File: src/rtl/div_issue_ctrl.sv
// Purpose: issue/sequence control for the shared iterative divider, producing one HI/LO write per completed divide.
// Latency: accept -> ISSUE (>=1) -> divider cycles -> DONE (1); hi_we/lo_we are a one-cycle strobe.
// Backpressure: req_ready only in IDLE; holds the EX stage via busy until the divide resolves or is dropped.
module div_issue_ctrl #(
    parameter int TIMEOUT = 40,
    parameter int CNT_W   = 6
) (
    input  logic        clk,
    input  logic        resetn,
    input  logic        req_valid,
    output logic        req_ready,
    input  logic        req_signed,
    input  logic [31:0] req_x,
    input  logic [31:0] req_y,
    input  logic        flush,
    output logic        busy,
    output logic        hi_we,
    output logic        lo_we,
    output logic [31:0] hi_wdata,
    output logic [31:0] lo_wdata,
    output logic        div_valid,
    output logic        div_signed,
    output logic [31:0] div_x,
    output logic [31:0] div_y,
    input  logic        div_tready,
    input  logic        div_complete,
    input  logic [31:0] div_s,
    input  logic [31:0] div_r,
    output logic        timeout_err
);

    typedef enum logic [2:0] {
        IDLE  = 3'd0,
        ISSUE = 3'd1,
        BUSY  = 3'd2,
        DRAIN = 3'd3,
        DONE  = 3'd4
    } state_t;

    typedef struct packed {
        logic        sgn;
        logic [31:0] x;
        logic [31:0] y;
    } div_req_t;

    typedef struct packed {
        logic [31:0] s;
        logic [31:0] r;
    } div_res_t;

    localparam logic [CNT_W-1:0] TMO = CNT_W'(TIMEOUT);

    state_t           state_q, state_d;
    div_req_t         req_q;
    div_res_t         res_q;
    logic [CNT_W-1:0] cnt_q, cnt_d;
    logic             err_q, err_d;
    logic             res_ld;
    logic             accept;
    logic             cmp_ok;
    logic             wr;

    assign req_ready = resetn & (state_q == IDLE);
    assign accept    = req_valid & req_ready & ~flush;
    // The divider holds complete high while idle, so the first BUSY/DRAIN cycle cannot be trusted.
    assign cmp_ok    = div_complete & (cnt_q != '0);

    always_comb begin
        state_d = state_q;
        cnt_d   = cnt_q;
        err_d   = err_q;
        res_ld  = 1'b0;
        case (state_q)
            IDLE: begin
                if (accept && (req_y != 32'd0)) begin
                    state_d = ISSUE;
                end
            end
            ISSUE: begin
                cnt_d = '0;
                if (div_tready) begin
                    state_d = flush ? DRAIN : BUSY;
                end else if (flush) begin
                    state_d = IDLE;
                end
            end
            BUSY: begin
                cnt_d = cnt_q + CNT_W'(1);
                if (cnt_q == TMO) begin
                    err_d   = 1'b1;
                    state_d = IDLE;
                end else if (flush) begin
                    state_d = cmp_ok ? IDLE : DRAIN;
                end else if (cmp_ok) begin
                    res_ld  = 1'b1;
                    state_d = DONE;
                end
            end
            DRAIN: begin
                cnt_d = cnt_q + CNT_W'(1);
                if (cnt_q == TMO) begin
                    err_d   = 1'b1;
                    state_d = IDLE;
                end else if (cmp_ok) begin
                    state_d = IDLE;
                end
            end
            DONE: begin
                state_d = IDLE;
            end
            default: begin
                state_d = IDLE;
            end
        endcase
    end

    always_ff @(posedge clk or negedge resetn) begin
        if (!resetn) begin
            state_q <= IDLE;
            cnt_q   <= '0;
            err_q   <= 1'b0;
        end else begin
            state_q <= state_d;
            cnt_q   <= cnt_d;
            err_q   <= err_d;
        end
    end

    always_ff @(posedge clk or negedge resetn) begin
        if (!resetn) begin
            req_q <= '0;
        end else if (accept) begin
            req_q <= '{sgn: req_signed, x: req_x, y: req_y};
        end
    end

    always_ff @(posedge clk or negedge resetn) begin
        if (!resetn) begin
            res_q <= '0;
        end else if (res_ld) begin
            res_q <= '{s: div_s, r: div_r};
        end
    end

    assign div_valid  = (state_q == ISSUE);
    assign div_signed = req_q.sgn;
    assign div_x      = req_q.x;
    assign div_y      = req_q.y;

    assign busy        = (state_q != IDLE);
    assign timeout_err = err_q;

    // A late flush still has to squash the architectural write.
    assign wr       = (state_q == DONE) & ~flush;
    assign hi_we    = wr;
    assign lo_we    = wr;
    assign hi_wdata = wr ? res_q.r : 32'd0;
    assign lo_wdata = wr ? res_q.s : 32'd0;

endmodule

File: config.mk
export PLATFORM = sky130hd
export DESIGN_NAME = div_issue_ctrl
export DESIGN_NICKNAME = d
export VERILOG_FILES = /design/src/rtl/div_issue_ctrl.sv
export SDC_FILE = /design/constraint.sdc
export NUM_CORES = 1
export LEC_CHECK = 0
export CAP_MARGIN = 0
export CORE_MARGIN = 4
export CORE_UTILIZATION = 38
export CTS_BUF_LIST = sky130_fd_sc_hd__clkbuf_16
export CTS_CLUSTER_DIAMETER = 100
export CTS_CLUSTER_SIZE = 28
export DETAILED_ROUTE_END_ITERATION = 12
export PLACE_DENSITY = 0.88
export SYNTH_ARGS = -nofsm -noshare
export SYNTH_HDL_FRONTEND = slang
export SYNTH_SLANG_ARGS = --single-unit
File: constraint.sdc
create_clock -name clk -period 2.21 [get_ports clk]
set_clock_uncertainty 0.1 [all_clocks]
set_input_delay 0.442 -clock clk [delete_from_list [all_inputs] [get_ports clk]]
set_output_delay 0.442 -clock clk [all_outputs]
set_load 0.005 [all_outputs]
# [Word level (Yosys, flattened, before mapping)]
# Index checks and enable logic that the tools add are counted.
[word_totals] ram_bits=0 input_bits=135 romBits=0 latchBits=0 memories=0 ff_bits=139 out_inout_bits=135
[op_classes] addsub=1 n_reduce_logical=9 n_eq_ne=9 mux=18 order_cmp=0 shift=0 mul=0 n_bitwise=6 div_mod_pow=0
[op_table] op="$mux 32" count=2
[op_table] op="$reduce_bool 32->1" count=1
[op_table] op="$mux 3" count=8
[op_table] op="$pmux 3 s4" count=1
[op_table] op="$pmux 6 s2" count=1
[op_table] op="$add 6x1->6 const B" count=1
[op_table] op="$eq 3x2->1 const B" count=2
[op_table] op="$eq 6x6->1 const B" count=1
[op_table] op="$reduce_bool 6->1" count=1
[op_table] op="$and 1x1->1" count=5
[op_table] op="$mux 1" count=5
[op_table] op="$ne 4x4->1 const B" count=1
[op_table] op="$reduce_and 4->1" count=1
[op_table] op="$eq 3x1->1 const B" count=1
[op_table] op="$eq 3x3->1 const B" count=1
[op_table] op="$logic_not 3->1" count=1
[op_table] op="$ne 3x2->1 const B" count=1
[op_table] op="$ne 3x3->1 const B" count=1
[op_table] op="$reduce_bool 3->1" count=1
[op_table] op="$mux 2" count=1
[op_table] op="$ne 2x1->1 const B" count=1
[op_table] op="$reduce_and 2->1" count=1
[op_table] op="$reduce_bool 2->1" count=1
[op_table] op="$reduce_or 2->1" count=1
[op_table] op="other kinds (2)" count=2

# [Longest topological paths before layout]
# Gate-level depths: netlist of run 1.
[logic_depth] depth_word=7 ltp_mapped=8 depth_no_buf=7

# [Least setup slack after synthesis of run 1]
# OpenSTA, ideal clock, no wires.
[synth_path] path_kind="register to register" from="reg cnt_q[0]" to="reg res_q[13] in the netlist's numbering" setup_slack_ns=0.129 t_arrival_ns=1.856 n_path_buf=2 period_less_slack_ns=2.081 path_stages_with_launch=9 cell_sequence="dfrtp_1 > inv_1 > ha_1 > or3b_4 > o21ai_1 > nor4_2 > buf_6 > buf_6 > mux2_4"
[synth_via] elab_chain_cells=6 word_cells_on_any_way=7 cone_classes="1 x eq/ne; 4 x mux; 1 x bitwise; 1 x reduce/logical"
[synth_rtl] item="start, declared" line="56" text="logic [CNT_W-1:0] cnt_q, cnt_d;"
[synth_rtl] item="start signal, assigned" line="124" text="cnt_q <= cnt_d;"
[synth_rtl] item="$reduce_bool 6->1" line="66" text="assign cmp_ok = div_complete & (cnt_q != '0);"
[synth_rtl] item="$and 1x1->1" line="66"
[synth_rtl] item="$mux 1" line="94" text="end else if (cmp_ok) begin"
[synth_rtl] item="$mux 1" line="92" text="end else if (flush) begin"
[synth_rtl] item="$mux 1 (*)" line="89" text="if (cnt_q == TMO) begin"
[synth_rtl] item="$mux 1 (*)" line="73" text="case (state_q)"
[synth_rtl] item="end signal, assigned" line="141" text="res_q <= '{s: div_s, r: div_r};"
[synth_rtl] item="end, declared" line="55" text="div_res_t res_q;"
# Mark *: on every way between the ends. The rest lies on a longest branch, timed or not.
# A chain may end at the register's enable or synchronous reset.

# [Final worst setup path of run 1]
[layout_path] from="reg state_q[0]" to="out hi_wdata[28]"
[layout_via] elab_chain_cells=3
[layout_rtl] item="start, declared" line="53" text="state_t state_q, state_d;"
[layout_rtl] item="start signal, assigned" line="123" text="state_q <= state_d;"
[layout_rtl] item="$eq 3x3->1" line="154" text="assign wr = (state_q == DONE) & ~flush;"
[layout_rtl] item="$and 1x1->1" line="154"
[layout_rtl] item="$mux 32" line="157" text="assign hi_wdata = wr ? res_q.r : 32'd0;"
[layout_rtl] item="end, declared" line="19" text="output logic [31:0] hi_wdata,"
# No other way between the ends.

==> results.toml, run 1 <==
[synth]
synth_nets = 556
syn_inst = 419
seq_area_frac_synth_pct = 57.21
yosysTopAreaCellShare_pct = 57.21
yosys.area.top_type = "dfrtp_1"
ys_types = 34
synth_area_leaders = "dfrtp_1 (57%), mux2_2 (15%), mux2_4 (12%)"
async_reset_ff_share_pct = 100.0
synth_area_per_cell_sq_um = 14.51
synth_edf_count = 0
synth_ff_type = "dfrtp_1"
ys_warn_count = 0
syn_area_sq_um = 6080
ys_seq_elements = 139

[setup_path]
cp_slowest_cell = "dfrtp_1"
crit_fanout = 8
crit_type = "flop to output pin"
cp-start-kind = "flop"
cp-startpoint = "state_q[0]"
cp.required_ns = 1.67
arrival_ns = 1.92
rrSetupSlack_ns = -0.02
crit_chain = "nor4b_4, buf_6, buf_8, clkbuf_16, and2_1, buf_2"
critPathMaxStageDelay_ns = 0.42
r2r_end = "res_q[50]"
ff2ff_path_depth = 8
timing.critical_path.buf_inv = 4
crit_path_end = "hi_wdata[28]"
cp_top_family = "buffers and inverters"
r2r_start = "cnt_q[0]"
critPathCaptureType = "output pin"
worst-path-stages = 6

[sta]
setup_violations = 100
worstMarginPinSlew_ns = 0.8338
min_period_ns = 2.466
rsz0062_at_grt = "yes"
max_freq_ghz = 0.4055
slew_viol_final = 0
fin_setup_tns_ns = -10.05
hold_viol = 0
fin_ws_ns = -0.2561
post-route-period-util_pct = 111.6
maxSlewHeadroom_pct = 44.41

[cells_and_area]
fillCellCount = 1082
final_area_sq_um = 10350
final_nets = 879
area_growth_pct = 70.18
fin_util_pct = 67.06
drive_gt1_share_pct = 46.15

[place]
port-buffer-count = 269
placed_cell_area_sq_um = 9214
hpwl_mm = 12.70
gp_congestion = 0.8013

[global_route]
antenna_found_initial = 2
grt_pass1_wl_mm = 27.30
top_usage_layer = "met2"
overflow = 0
first_global_vias = 5203
use_met1_pct = 22.11
grt_max_degree = 68
grt_use_met3_pct = 6.818
grtUsageTotal_pct = 19.27
use_met2_pct = 32.21

[routing]
drt_iter0_drc = 123
viasPerCell = 4.815
vias = 4656
finalWirelength_mm = 19.21
avgRoutedWirePerCell_microns = 19.86
firstDrtPassIters = 4
drt.antenna.violating_nets = 0
post-route-drc-count = 0

[flow_run]
max_cap_viol_count = 0

[clocking]
cts_buffers = 17
clock_latency_ns = 0.41
cts_buffer_depth = 2
clkSlewWorstSetupHoldPaths_ns = 0.06
clock-sinks = 139
clockRootBuffer = "clkbuf_16"
htree_num_levels = 4
cts_tree = "yes"

[floorplanning]
coreArea_sq_um = 15430
die_area_sq_um = 18090
initial_core_util_pct = 39.41
ioPinCount = 270
die_width_microns = 134.5
core.rowCount = 45
fp.dieH_microns = 134.5

[power_and_ir_drop]
cellPowerDensity_nw_per_um2 = 1103
p_leak_uw = 0.004726
vdd_ir_drop_max_v = 0.0004982
total_power_uw = 11410

[min_path]
holdPathStages = 1
hp-class = "flop to flop"

[run_status]
violations = "negative setup slack"
status = "finished with violations"
[layout make-up]
| cell class | count | area (sq um) | area share, % |
|---|---|---|---|
| Clock inverter | 14 | 171.4 | 1.657 |
| Clock buffer | 17 | 425.4 | 4.112 |
| Multi-Input combinational cell | 253 | 2618 | 25.30 |
| Tap cell | 211 | 264.0 | 2.552 |
| Antenna cell | 2 | 5.005 | 0.04837 |
| Sequential cell | 139 | 3478 | 33.62 |
| Timing Repair Buffer | 327 | 3369 | 32.57 |
| Inverter | 4 | 15.01 | 0.1451 |
[sequential cells by signal (all words and copies together) (netlist names)]
name and count:
res_q 64, div_x 32, div_y 32, cnt_q 6, state_q 3, div_signed 1
timeout_err 1
[metrics by stage]
stage / std cells / setup WS [ns] / hold slack, ns
after global placement: 911 / -0.5734 / 0.3030
final: 967 / -0.2561 / 0.3604
after detailed placement: 911 / -0.6193 / 0.3075
after CTS: 950 / -0.5370 / 0.3685
after global routing: 967 / -0.3047 / 0.3984
after floorplan: 419 / 0.1293 / 0.04641
[cell usage after synthesis, types with 4 or more instances]
cell type and count:
inv_1 4, and2_1 65, nor3_1 4, mux2_2 82
buf_4 4, nand2_1 11, dfrtp_1 139, o21ai_0 4
nor4_1 8, buf_6 6, mux2_4 49, buf_2 4
clkbuf_1 9
[timing repair]
item / 4_1_cts / 5_1_grt
cloned: 2 / 6
gates resized for setup: 160 / 212
buffers inserted: 6 / 9
setup endpoints to repair: 129 / 139
hold endpoints to repair: 9 / 0
pin swaps: 2 / 43
hold buffers: 1 / 0
[placed cells by master (no fill, tap or decap), types with 4 or more instances in the layout]
cell type,count
clkdlybuf4s50_1,198
dfrtp_1,139
mux2_2,82
buf_6,63
and2_4,56
mux2_4,49
buf_4,32
clkbuf_16,21
nand2_1,11
and2_1,9
nor4_1,8
buf_12,8
clkbuf_2,7
buf_2,5
o21ai_0,4
dlymetal6s2s_1,4
[worst min-delay path by stage]
stage,from,endpoint
finish,timeout_err,timeout_err
global placement,resetn,div_x[6]
global route,timeout_err,timeout_err
CTS,timeout_err,timeout_err
detailed placement,resetn,res_q[57]
floorplan,resetn,cnt_q[0]
[where the power goes]
part | switching, uW | internal (uW) | total (uW) | leakage, uW
clock network | 1110 | 1770 | 2880 | 0.000285
logic | 1240 | 2810 | 4050 | 0.00273
registers | 734 | 3740 | 4480 | 0.00171
[per-layer routing]
metal / part of all wire, % / wire, microns
met3: 8.3 / 1588
met4: 3.2 / 618
met2: 50 / 9563
met5: 0 / 0
met1: 39 / 7438
[kinds of logic after synthesis]
| family | count (synthesis) | share of synthesized area, % |
|---|---|---|
| multiplexers | 132 | 27.45 |
| flip-flops | 139 | 57.21 |
| adder cells (fa/ha/maj) | 2 | 0.4115 |
| buffers and inverters | 27 | 2.737 |
| AO/OA/AOI/OAI | 15 | 1.893 |
| AND/OR/NAND/NOR | 104 | 10.29 |
(Power assumes the default switching activity.)
==> run 2: changes to the inputs <==
--- a/config.mk
+++ b/config.mk
@@ -9,9 +9,10 @@
 export CORE_MARGIN = 4
 export CORE_UTILIZATION = 38
 export CTS_BUF_LIST = sky130_fd_sc_hd__clkbuf_16
-export CTS_CLUSTER_DIAMETER = 100
+export CTS_CLUSTER_DIAMETER = 30
 export CTS_CLUSTER_SIZE = 28
 export DETAILED_ROUTE_END_ITERATION = 12
+export GPL_TIMING_DRIVEN = 0
 export PLACE_DENSITY = 0.88
 export SYNTH_ARGS = -nofsm -noshare
 export SYNTH_HDL_FRONTEND = slang
==> run 2 against run 1 <==
Net effect:
- the flow still finishes with violations (negative setup slack)
- first-iteration DRC count grew 17%
- utilization is essentially flat
- sequential power about the same
- via count is 1.5% lower
- setup slack gained 0.028 ns
- highest routed layer unchanged
==> results.toml, run 2 (synthesized netlist as in run 1, its figures left out) <==
[run_status]
status = "finished with violations"
violations = "negative setup slack"

[cells_and_area]
largest_register_ffs = 64
drive_gt1_share_pct = 45.25
final_cell_mix = "clkdlybuf4s50_1 (198), dfrtp_1 (136), mux2_2 (82)"
area_growth_pct = 70.22
top_register = "res_q"
final_area_sq_um = 10350
fin_util_pct = 67.08
layout_commonest_cell = "clkdlybuf4s50_1"
final_nets = 872

[min_path]
hp-class = "primary input to asynchronous set/reset pin"

[setup_path]
crit_fanout = 7
r2r_end = "res_q[59]"
crit_type = "primary input to output pin"
cp.required_ns = 1.67
cp-start-kind = "primary input"
ff2ff_path_depth = 8
arrival_ns = 1.90
r2r_start = "cnt_q[1]"
rrSetupSlack_ns = -0.06
critPathCaptureType = "output pin"

[global_route]
overflow = 0
antenna_found_initial = 2
grt_pass1_wl_mm = 28.69
grt_max_degree = 55
first_global_vias = 5166
grtUsageTotal_pct = 20.47

[clocking]
clock-sinks = 139
cts_buffers = 17
clockRootBuffer = "clkbuf_16"
clock_latency_ns = 0.41
cts_tree = "yes"
htree_num_levels = 4
clkSlewWorstSetupHoldPaths_ns = 0.06
cts_buffer_depth = 2

[sta]
slew_viol_final = 0
hold_viol = 0
post-route-period-util_pct = 110.3
min_period_ns = 2.439
worstMarginPinSlew_ns = 1.076
max_freq_ghz = 0.4101
fin_setup_tns_ns = -11.67
setup_violations = 117
rsz0062_at_grt = "yes"
maxSlewHeadroom_pct = 28.01
fin_ws_ns = -0.2286

[floorplanning]
fp.dieH_microns = 134.5
die_width_microns = 134.5
ioPinCount = 270
coreArea_sq_um = 15430
initial_core_util_pct = 39.41
core.rowCount = 45
die_area_sq_um = 18090

[flow_run]
max_cap_viol_count = 0

[place]
placed_cell_area_sq_um = 9065
port-buffer-count = 269
gp_congestion = 0.8454
pre_cts_slack_ns = -1.373
hpwl_mm = 12.70

[routing]
vias = 4588
avgRoutedWirePerCell_microns = 19.11
drt_iter0_drc = 144
viasPerCell = 4.779
post-route-drc-count = 0
drt.antenna.violating_nets = 0
finalWirelength_mm = 18.35
firstDrtPassIters = 4

[power_and_ir_drop]
cellPowerDensity_nw_per_um2 = 1097
total_power_uw = 11360
vdd_ir_drop_max_v = 0.0004936
p_leak_uw = 0.004663
[run 2: changes by cell type in the layout (fill, tap and decap cells not counted), moves of 4 or more]
cell	change
buf_6	-6
and2_4	-8
clkbuf_2	-6
clkbuf_8	+4
buf_8	+4
and2_1	+8
buf_4	-17
buf_2	+13
[run 2: critical path, stage by stage]
cell and delay (ns):
dlygate4sd2_1 0.35, nor4b_4 0.37, clkbuf_8 0.22, buf_8 0.11
buf_6 0.11, buf_6 0.08, and2_4 0.12, buf_6 0.09
[run 2: worst max-delay path by stage]
stage,start,endpoint,slack (ns),cells past startpoint
detailed placement,flush,hi_wdata[24],-1.37,6
global placement,resetn,div_y[6],-5.22,6
finish,flush,lo_wdata[14],-0.23,8
global route,state_q[0],lo_wdata[14],-0.30,7
CTS,state_q[1],hi_wdata[24],-0.29,7
floorplan,cnt_q[0],res_q[13],0.13,8
[run 2: timing repair]
item / CTS / global route
pin swaps: 45 / 6
gates cloned: 7 / 1
setup endpoints to repair: 194 / 193
endpoints found under the hold margin: 54 / 0
hold buffers: 3 / 0
resized for setup: 398 / 38
setup buffers: 13 / 6
[run 2: where the power goes]
group	switching, uW	internal, uW	total (uW)
combinational	1220	2740	3960
sequential	723	3750	4470
clock	1060	1860	2930
total	3000	8350	11400
[run 2: stage by stage]
| step | cells | hold slack, ns |
|---|---|---|
| after floorplan | 419 | 0.04641 |
| after global placement | 899 | 0.3489 |
| after detailed placement | 900 | 0.3321 |
| after CTS | 953 | 0.01780 |
| after global routing | 959 | 0.02453 |
| final | 960 | 0.008846 |
[run 2: area by class of cell]
class | count | area [sq um]
well taps | 211 | 264.0
flip-flops and latches | 139 | 3482
clock buffers | 17 | 425.4
repair buffers | 299 | 3097
clock inverters | 14 | 178.9
diodes | 2 | 5.005
fillers | 1073 | 5079
inverters | 4 | 15.01
multi-input cells | 253 | 2610
plain buffers | 21 | 271.5
[run 2: metal layers]
layer | up-vias | wire (microns) | GRT usage (%)
li1 | 2101 | - | -
met1 | 2252 | 7404 | 24.17
met2 | 211 | 9197 | 35.64
met3 | 24 | 1463 | 7.228
met4 | 0 | 286 | 5.430
met5 | - | 0 | 0
